--- config.mk ---
export PLATFORM = sky130hd
export DESIGN_NAME = line_sensor_adc_reader
export DESIGN_NICKNAME = d
export VERILOG_FILES = /design/src/rtl/line_sensor_pkg.sv /design/src/rtl/adc_sclk_gen.sv /design/src/rtl/line_sensor_adc_reader.sv
export SDC_FILE = /design/constraint.sdc
export NUM_CORES = 1
export LEC_CHECK = 0
export CAP_MARGIN = 25
export CORE_ASPECT_RATIO = 0.7
export CORE_MARGIN = 2
export CORE_UTILIZATION = 30
export DETAILED_ROUTE_END_ITERATION = 6
export GPL_ROUTABILITY_DRIVEN = 0
export MAX_ROUTING_LAYER = met4
export PLACE_DENSITY_LB_ADDON = 0.15
export SLEW_MARGIN = 20
export SYNTH_ARGS = -nofsm -noshare
export SYNTH_HDL_FRONTEND = slang
export SYNTH_HIERARCHICAL = 1
export SYNTH_SLANG_ARGS = --single-unit
--- constraint.sdc ---
create_clock -name clk -period 3.7 [get_ports clk]
set_input_delay 0.37 -clock clk [delete_from_list [all_inputs] [get_ports clk]]
set_output_delay 0.37 -clock clk [all_outputs]
set_load 0.005 [all_outputs]
--- src/rtl/line_sensor_pkg.sv ---
// rtl/line_sensor_pkg.sv - shared constants, state and sensor-select types for the line sensor ADC reader
package line_sensor_pkg;

    localparam int ADC_BITS       = 12;
    localparam int FRAME_BITS     = 16;
    localparam int ADDR_FIRST_BIT = 2;
    localparam int DATA_FIRST_BIT = 4;

    typedef enum logic [1:0] {
        IDLE,
        SETUP,
        SHIFT,
        GAP
    } state_t;

    typedef enum logic [1:0] {
        SENS_L,
        SENS_C,
        SENS_R
    } sensor_t;

    function automatic sensor_t sens_next(input sensor_t s);
        sensor_t n;
        case (s)
            SENS_L:  n = SENS_C;
            SENS_C:  n = SENS_R;
            default: n = SENS_L;
        endcase
        return n;
    endfunction

endpackage

--- src/rtl/adc_sclk_gen.sv ---
// rtl/adc_sclk_gen.sv - half-period counter producing the ADC serial clock level and edge strobes
module adc_sclk_gen #(
    parameter int HALF = 10
) (
    input  logic clk,
    input  logic rst,
    input  logic i_active,
    input  logic i_hold,
    output logic o_sck,
    output logic o_rise,
    output logic o_fall,
    output logic o_wrap
);

    localparam int CNT_W = (HALF > 1) ? $clog2(HALF) : 1;
    localparam logic [CNT_W-1:0] CNT_MAX = CNT_W'(HALF - 1);

    logic [CNT_W-1:0] r_cnt;
    logic             r_sck;
    logic             w_wrap;

    assign w_wrap = i_active && (r_cnt == CNT_MAX);

    // i_hold keeps sck high across a wrap so SETUP-like phases can be stretched
    always_ff @(posedge clk or posedge rst) begin
        if (rst) begin
            r_cnt <= '0;
            r_sck <= 1'b1;
        end else if (!i_active) begin
            r_cnt <= '0;
            r_sck <= 1'b1;
        end else if (w_wrap) begin
            r_cnt <= '0;
            r_sck <= i_hold ? 1'b1 : ~r_sck;
        end else begin
            r_cnt <= r_cnt + CNT_W'(1);
        end
    end

    assign o_sck  = r_sck;
    assign o_wrap = w_wrap;
    assign o_rise = w_wrap && !i_hold && !r_sck;
    assign o_fall = w_wrap && !i_hold && r_sck;

endmodule

--- src/rtl/line_sensor_adc_reader.sv ---
// rtl/line_sensor_adc_reader.sv - SPI front-end cycling L/C/R channels of a 12-bit ADC into registered samples
module line_sensor_adc_reader
    import line_sensor_pkg::*;
#(
    parameter int CLK_DIV = 20,
    parameter int CH_L    = 5,
    parameter int CH_C    = 6,
    parameter int CH_R    = 7
) (
    input  logic                clk,
    input  logic                reset,
    input  logic                enable,
    input  logic                adc_dout,
    output logic                adc_cs_n,
    output logic                adc_sck,
    output logic                adc_din,
    output logic [ADC_BITS-1:0] l_data,
    output logic [ADC_BITS-1:0] c_data,
    output logic [ADC_BITS-1:0] r_data,
    output logic                sample_valid
);

    localparam int HALF = CLK_DIV / 2;
    localparam logic [2:0] ADDR_L = 3'(CH_L);
    localparam logic [2:0] ADDR_C = 3'(CH_C);
    localparam logic [2:0] ADDR_R = 3'(CH_R);
    localparam logic [3:0] K_ADDR = 4'(ADDR_FIRST_BIT);
    localparam logic [3:0] K_DATA = 4'(DATA_FIRST_BIT);
    localparam logic [3:0] K_LAST = 4'(FRAME_BITS - 1);

    state_t              r_state;
    state_t              w_next;
    logic [3:0]          r_bit;
    logic                r_din;
    logic [ADC_BITS-1:0] r_shift;
    sensor_t             r_seq;
    sensor_t             r_prev;
    logic                r_prime;
    logic [ADC_BITS-1:0] r_l;
    logic [ADC_BITS-1:0] r_c;
    logic [ADC_BITS-1:0] r_r;
    logic                r_valid;

    logic       w_sck;
    logic       w_rise;
    logic       w_fall;
    logic       w_wrap;
    logic       w_active;
    logic       w_hold;
    logic       w_last_high;
    logic       w_gap_entry;
    logic [3:0] w_k_next;
    logic [2:0] w_addr;
    logic       w_din_next;

    // The final high half of bit 15 runs straight into GAP without another sck fall
    assign w_last_high = (r_state == SHIFT) && (r_bit == K_LAST) && w_sck;
    assign w_active    = (r_state != IDLE);
    assign w_hold      = (r_state == GAP) || w_last_high;
    assign w_gap_entry = w_last_high && w_wrap;

    adc_sclk_gen #(
        .HALF (HALF)
    ) u_sclk (
        .clk      (clk),
        .rst      (reset),
        .i_active (w_active),
        .i_hold   (w_hold),
        .o_sck    (w_sck),
        .o_rise   (w_rise),
        .o_fall   (w_fall),
        .o_wrap   (w_wrap)
    );

    always_ff @(posedge clk or posedge reset) begin
        if (reset) begin
            r_state <= IDLE;
        end else begin
            r_state <= w_next;
        end
    end

    always_comb begin
        w_next = r_state;
        unique case (r_state)
            IDLE:    if (enable) w_next = SETUP;
            SETUP:   if (w_fall) w_next = SHIFT;
            SHIFT:   if (w_gap_entry) w_next = GAP;
            GAP:     if (w_wrap) w_next = enable ? SETUP : IDLE;
            default: w_next = IDLE;
        endcase
    end

    always_comb begin
        w_addr = ADDR_R;
        case (r_seq)
            SENS_L:  w_addr = ADDR_L;
            SENS_C:  w_addr = ADDR_C;
            default: w_addr = ADDR_R;
        endcase
    end

    always_comb begin
        w_k_next   = (r_state == SETUP) ? 4'd0 : r_bit + 4'd1;
        w_din_next = 1'b0;
        if (w_k_next == K_ADDR) begin
            w_din_next = w_addr[2];
        end else if (w_k_next == K_ADDR + 4'd1) begin
            w_din_next = w_addr[1];
        end else if (w_k_next == K_ADDR + 4'd2) begin
            w_din_next = w_addr[0];
        end
    end

    always_ff @(posedge clk or posedge reset) begin
        if (reset) begin
            r_bit   <= 4'd0;
            r_din   <= 1'b0;
            r_shift <= '0;
            r_seq   <= SENS_L;
            r_prev  <= SENS_L;
            r_prime <= 1'b1;
            r_l     <= '0;
            r_c     <= '0;
            r_r     <= '0;
            r_valid <= 1'b0;
        end else begin
            r_valid <= 1'b0;
            if (r_state == IDLE && enable) begin
                r_seq   <= SENS_L;
                r_prime <= 1'b1;
            end
            if (w_fall) begin
                r_bit <= w_k_next;
                r_din <= w_din_next;
            end
            if (w_rise && r_state == SHIFT && r_bit >= K_DATA) begin
                r_shift <= {r_shift[ADC_BITS-2:0], adc_dout};
            end
            // Data in this frame belongs to the channel addressed by the previous frame
            if (w_gap_entry) begin
                if (!r_prime) begin
                    case (r_prev)
                        SENS_L:  r_l <= r_shift;
                        SENS_C:  r_c <= r_shift;
                        default: begin
                            r_r     <= r_shift;
                            r_valid <= 1'b1;
                        end
                    endcase
                end
                r_prev  <= r_seq;
                r_seq   <= sens_next(r_seq);
                r_prime <= 1'b0;
            end
        end
    end

    assign adc_cs_n     = (r_state == IDLE) || (r_state == GAP);
    assign adc_sck      = w_sck;
    assign adc_din      = r_din;
    assign l_data       = r_l;
    assign c_data       = r_c;
    assign r_data       = r_r;
    assign sample_valid = r_valid;

endmodule

==> flow_metrics.tcl, run 1 <==
set metrics [dict create \
    run_status "completed" \
    grt_start_max_net_pins 37 \
    required_ns 3.90 \
    syn-instance-count 206 \
    rsz0062_at_grt "false" \
    grt_pass1_vias 1806 \
    cts_tree "done" \
    post_drt_via_cell_ratio 4.43 \
    lkg_pwr_nw 1.78 \
    fin_hold_ws_ns 0.305 \
    layout.filler_cells 887 \
    route.final.wire_length_mm 5.62 \
    yosys_synthesis_warning_count 6 \
    power.density_nw_per_um2 509 \
    die_height_um 85.6 \
    hold_path_class "in -> async" \
    gr-total-overflow 0 \
    final_min_period_over_clock_period 0.717 \
    synth_async_sr_flop_share 1.00 \
    top_level_port_count 44 \
    cts_buffers 9 \
    ir_worst_vdd_uv 200 \
    layout.nets 271 \
    rows 29 \
    met3_wirelength_um 185 \
    syn_area_per_cell_sq_um 13.9 \
    drive_above_1_share 0.284 \
    wl_per_cell_um 14.5 \
    maxUsedRoutingLayer "met4" \
    finalSetupTns_ns 0 \
    worstPathMaxFanout 12 \
    chipWidth_um 121 \
    cts_repair_resize_count 0 \
    setup_viol 0 \
    number_of_remaining_drc_errors 0 \
    detail_route.iter0.violations 88 \
    postSynth.topFlopCell "dfrtp_1" \
    grt.total_usage 0.124 \
    fp.dieArea_sq_um 10300 \
    detail_route.wirelength.met1_mm 3.02 \
    placeableCoreArea_sq_um 9140 \
    cell_area_after_synthesis_sq_um 2860 \
    worstSetupPathType "reg -> reg" \
    start_util 0.312 \
    crit_path_setup_slack_layout_ns 1.05 \
    placement.io_buffers 43 \
    worst_clock_skew_ns 0.00500 \
    detail_route.first_pass.iterations 4 \
    timing.final.hold_violations 0 \
    path_clk_slew_ns 0.05 \
    synth-seq-cells 66 \
    h_tree_levels 3 \
    post-cts-setup-buffers 0 \
    antenna_violating_nets_post_route 0 \
    insertion_delay_of_the_later_clocked_pin_in_the_worst_skew_pair_ns 0.32 \
    synth_seq_area_share 0.579 \
    max_capacitance_violation_total 0 \
    antenna_violations_before_repair 0 \
    setup.worst_path.end_class "flop" \
    clock-sinks 66 \
    post-place-ws_ns 0.965 \
    routed-wl-met2_mm 2.35 \
    maxSlewHeadroom 0.503 \
    area_added_between_synthesis_and_finish_pct 30.5 \
    ctsHoldBuffers 0 \
    max_clock_freq_mhz 377 \
    worstMarginPinSlew_ns 0.744 \
    post-dp-hpwl_mm 3.95 \
    grt_first_pass_wirelength_mm 9.58 \
    ctsRootBufferMaster "clkbuf_16" \
    finish.utilization 0.407 \
    timing_max_transition_violations_final 0 \
    worstPathArrival_ns 2.85 \
    worst_setup_path_start_kind "flop" \
    mapped_nets 218 \
    synth_edf_count 0 \
    min_period_ns 2.65 \
    synth.lib_cells_used.distinct 39 \
    ctsLongestPathBuffers 2 \
    detailroute.via_count 1719 \
    num_antenna_cells 0 \
]
## synth_stat cells, types with 2 or more instances
cell type  instances  share of area
nor3_1             2         0.0035
mux2_2            39           0.15
nor3b_1            3         0.0079
o31ai_1            2         0.0053
ha_1               8          0.035
inv_1             12          0.016
nand2b_1           2         0.0044
buf_2              2         0.0035
mux2_4            10          0.053
mux2i_1            3          0.011
o211ai_1           2         0.0053
nand2_1           11          0.014
a21oi_1            3         0.0053
nor2_1             4         0.0053
a21o_1             2         0.0053
nand3_1            3         0.0053
nor2b_1            5          0.011
o21ai_0            6          0.011
dfrtp_1           64           0.56
nand3b_1           2         0.0053
o2bb2ai_1          2         0.0061
dfstp_2            2          0.018
## logic make-up (layout without fill, tap and decap cells)
family,after synthesis,after routing,synth area share
flip-flops,66,66,0.579
multiplexers,52,52,0.217
AND/OR/NAND/NOR,39,39,0.0846
AO/OA/AOI/OAI,23,23,0.0535
buffers and inverters,16,74,0.0245
adder cells (fa/ha/maj),8,8,0.0351
XOR/XNOR,2,2,0.00614
## cells in the final DEF, fill, tap and decap left out, drive strengths merged, types with 3 or more instances in the layout
cell / instances
mux2i: 3
nor3b: 3
ha: 8
clkbuf: 10
o21ai: 6
mux2: 49
nor2b: 5
inv: 12
a21oi: 3
nand3: 4
dfrtp: 64
nor2: 4
nand2: 11
buf: 3
clkinv: 4
clkdlybuf4s50: 43
## per-stage QoR
step,std cells,power [mW],cell area (sq um)
2_1_floorplan,206,1.01,2860
3_3_place_gp,372,1.10,3440
3_5_place_dp,372,1.10,3440
4_1_cts,388,1.93,3720
5_1_grt,388,2.01,3720
6_report,388,1.90,3720
## final timing paths
path / slack (ns) / to / from / depth (start not counted)
max: 1.05 / r_data[11] / r_state[0] / 8
min: 0.31 / u_sclk/r_cnt[2] / reset / 2
max reg2reg: 1.05 / r_data[11] / r_state[0] / 8
min reg2reg: 0.48 / u_sclk/r_cnt[0] / u_sclk/r_cnt[0] / 1
max in group asynchronous: 2.34 / sample_valid / reset / 3
min in group clk: 0.48 / u_sclk/r_cnt[0] / u_sclk/r_cnt[0] / 1
## final cells by class
cell class              count  area, sq um  area share
clock buffers              10          229      0.0615
clock inverters             6         57.6      0.0155
inverters                  12         45.0      0.0121
multi-input cells         124         1130       0.304
flip-flops and latches     66         1650       0.444
well taps                 124          155      0.0417
repair buffers             46          453       0.122
## power by group
part | internal (mW) | total [mW] | leakage [nW] | switching, mW
Sequential | 0.759 | 0.795 | 0.905 | 0.0356
Clock | 0.516 | 0.808 | 0.142 | 0.292
Combinational | 0.127 | 0.293 | 0.728 | 0.166
## layer usage
metal / up-vias / GRT usage
met5: - / -
met1: 836 / 0.182
met4: 0 / 0.0444
met3: 4 / 0.0379
li1: 847 / -
met2: 32 / 0.158
## state kept, by name (all words and copies together), names as in the netlist
signal,flops
c_data,12
r_data,12
r_prime,1
r_bit,4
r_seq,2
adc_din,1
u_sclk/o_sck,1
r_prev,2
r_state,2
l_data,12
r_shift,12
sample_valid,1
u_sclk/r_cnt,4
## critical path: stages (launching register included)
cell and delay [ns]:
dfrtp_1 0.37, inv_1 0.11, ha_1 0.25, inv_1 0.16, nand4b_1 0.18, inv_1 0.20, and3_1 0.27, nand3b_1 0.51
mux2_2 0.48
(Power assumes the default switching activity.)
==> run 2: changes to the inputs <==
- clock period: 3.7 -> 2.3 ns (I/O delays scaled with it)
==> run 2 against run 1 <==
Critical path depth rose by 2. Flip-flop and latch count stayed put. Wire length grew 4.5%. Cell area grew 3.9%. First-iteration DRC count down 4.5%. Global-route usage up 0.45 points. Register-to-register slack got worse by 0.93 ns. Utilization up 1.6 points. Sequential power rose by 60%. Worst hold slack got worse by 0.16 ns. Largest cell class unchanged.
==> flow_metrics.tcl, run 2 (synthesized netlist as in run 1, its figures left out) <==
set metrics [dict create \
    layout.nets 284 \
    top_level_port_count 44 \
    cpMaxStageDelayCell "dfrtp_1" \
    switching_power_uw 820 \
    cts_tree "done" \
    lkg_pwr_nw 1.84 \
    critical-path-max-stage-delay_ns 0.38 \
    die_height_um 85.6 \
    min_period_ns 2.18 \
    detail_route.first_pass.iterations 4 \
    setup_viol 0 \
    layout.filler_cells 883 \
    grt_first_pass_wirelength_mm 9.56 \
    post-dp-hpwl_mm 3.97 \
    path_cells "inv_2, ha_2, inv_1, nand4b_1, inv_2, nand3_4, buf_4, nor4_4, buf_4, mux2_2" \
    placeableCoreArea_sq_um 9140 \
    setup.worst_path.end_class "flop" \
    grt_pass1_vias 1840 \
    route.final.wire_length_mm 5.87 \
    worstSetupPathType "reg -> reg" \
    start_util 0.312 \
    largest_delay_contributor_family_on_the_critical_path "buffers and inverters" \
    layout.cells.most_common_list "dfrtp_1 (64), clkdlybuf4s50_1 (43), mux2_2 (39), buf_4 (14), nand2_1 (11)" \
    ctsRootBufferMaster "clkbuf_16" \
    clock_power_share 0.435 \
    power.share.sequential 0.400 \
    area_added_between_synthesis_and_finish_pct 35.5 \
    ff2ff_path_depth 10 \
    grt_start_max_net_pins 62 \
    wl_per_cell_um 14.6 \
    cts_buffers 9 \
    timing_max_transition_violations_final 0 \
    detailroute.via_count 1802 \
    ctsHoldBuffers 0 \
    fp.dieArea_sq_um 10300 \
    max_clock_freq_mhz 459 \
    required_ns 2.51 \
    power.density_nw_per_um2 823 \
    num_antenna_cells 0 \
    final_min_period_over_clock_period 0.948 \
    h_tree_levels 3 \
    insertion_delay_of_the_later_clocked_pin_in_the_worst_skew_pair_ns 0.33 \
    rows 29 \
    max_capacitance_violation_total 0 \
    stdcell_count 401 \
    worst_clock_skew_ns 0.00423 \
    timing.final.hold_violations 0 \
    detail_route.iter0.violations 84 \
    worstPathArrival_ns 2.39 \
    leading_cell_type_in_the_layout_fill_and_taps_excluded "dfrtp_1" \
    clock-sinks 66 \
    finalSetupTns_ns 0 \
    post_drt_via_cell_ratio 4.49 \
    antenna_violations_before_repair 0 \
    number_of_remaining_drc_errors 0 \
    worst_setup_path_start_kind "flop" \
    hold_path_class "in -> async" \
    grt.total_usage 0.128 \
    internal_power_mw 2.37 \
    dpl_cell_area_sq_um 3520 \
    ir_worst_vdd_uv 459 \
    worstMarginPinSlew_ns 0.344 \
    antenna_violating_nets_post_route 0 \
    worstPathMaxFanout 6 \
    placed_cells 381 \
    final_area_sq_um 3870 \
    cp.depth 10 \
    drive_above_1_share 0.332 \
    run_status "completed" \
    multiInputGateArea_sq_um 1140 \
    bufs_and_invs_on_worst_path 5 \
    finish.utilization 0.423 \
    chipWidth_um 121 \
    gr-total-overflow 0 \
    maxSlewHeadroom 0.769 \
    share_comb_of_total_power 0.165 \
    seqCellArea_sq_um 1650 \
    path_clk_slew_ns 0.05 \
    switching_share 0.257 \
    fin_hold_ws_ns 0.148 \
    placement.io_buffers 43 \
    ctsLongestPathBuffers 2 \
]
-- run 2: changes by cell type in the layout (fill, tap and decap cells not counted), sizes merged --
cell	previous run	this run
clkinvlp	1	2
clkinv	4	1
buf	3	16
clkbuf	10	12
-- run 2: metal layers --
layer / vias up / GRT usage / share of wire
li1: 865 / - / -
met1: 891 / 0.184 / 0.55
met2: 33 / 0.160 / 0.39
met3: 13 / 0.0426 / 0.037
met4: 0 / 0.0603 / 0.020
met5: - / - / 0
-- run 2: cell type report --
| class | count | share of cell area |
|---|---|---|
| Sequential cell | 66 | 0.427 |
| Multi-Input combinational cell | 124 | 0.295 |
| Timing Repair Buffer | 59 | 0.146 |
| Clock buffer | 12 | 0.0663 |
| Tap cell | 124 | 0.0401 |
| Clock inverter | 4 | 0.0129 |
| Inverter | 12 | 0.0116 |
-- run 2: worst paths after layout --
| path | startpoint | end | slack [ns] |
|---|---|---|---|
| min reg2reg | u_sclk/r_cnt[0] | u_sclk/r_cnt[0] | 0.48 |
| min | reset | u_sclk/r_cnt[2] | 0.15 |
| max reg2reg | r_state[1] | l_data[9] | 0.12 |
| min in group clk | u_sclk/r_cnt[0] | u_sclk/r_cnt[0] | 0.48 |
| max | r_state[1] | l_data[9] | 0.12 |
| max in group asynchronous | reset | r_prime | 1.70 |
-- run 2: per-stage QoR --
stage	worst slack, ns	power [mW]
floorplan	0.0883	1.62
global placement	0.0777	1.79
detailed placement	-0.00627	1.79
CTS	0.0596	3.20
global route	-0.0113	3.37
finish	0.120	3.19
-- run 2: timing repair --
item | CTS | global route
endpoints found under the setup margin | 9 | 24
pin swaps | 0 | 1
cloned | 1 | 0
resized for setup | 3 | 5
setup buffers | 0 | 3
hold endpoints to repair | 0 | 0
-- run 2: power groups by stage --
stage | clock, mW | sequential, mW | combinational [mW]
final | 1.39 | 1.27 | 0.524
after global placement | 0 | 1.30 | 0.496
after CTS | 1.43 | 1.28 | 0.495
after global routing | 1.49 | 1.28 | 0.593
after detailed placement | 0 | 1.30 | 0.492
after floorplan | 0 | 1.29 | 0.331
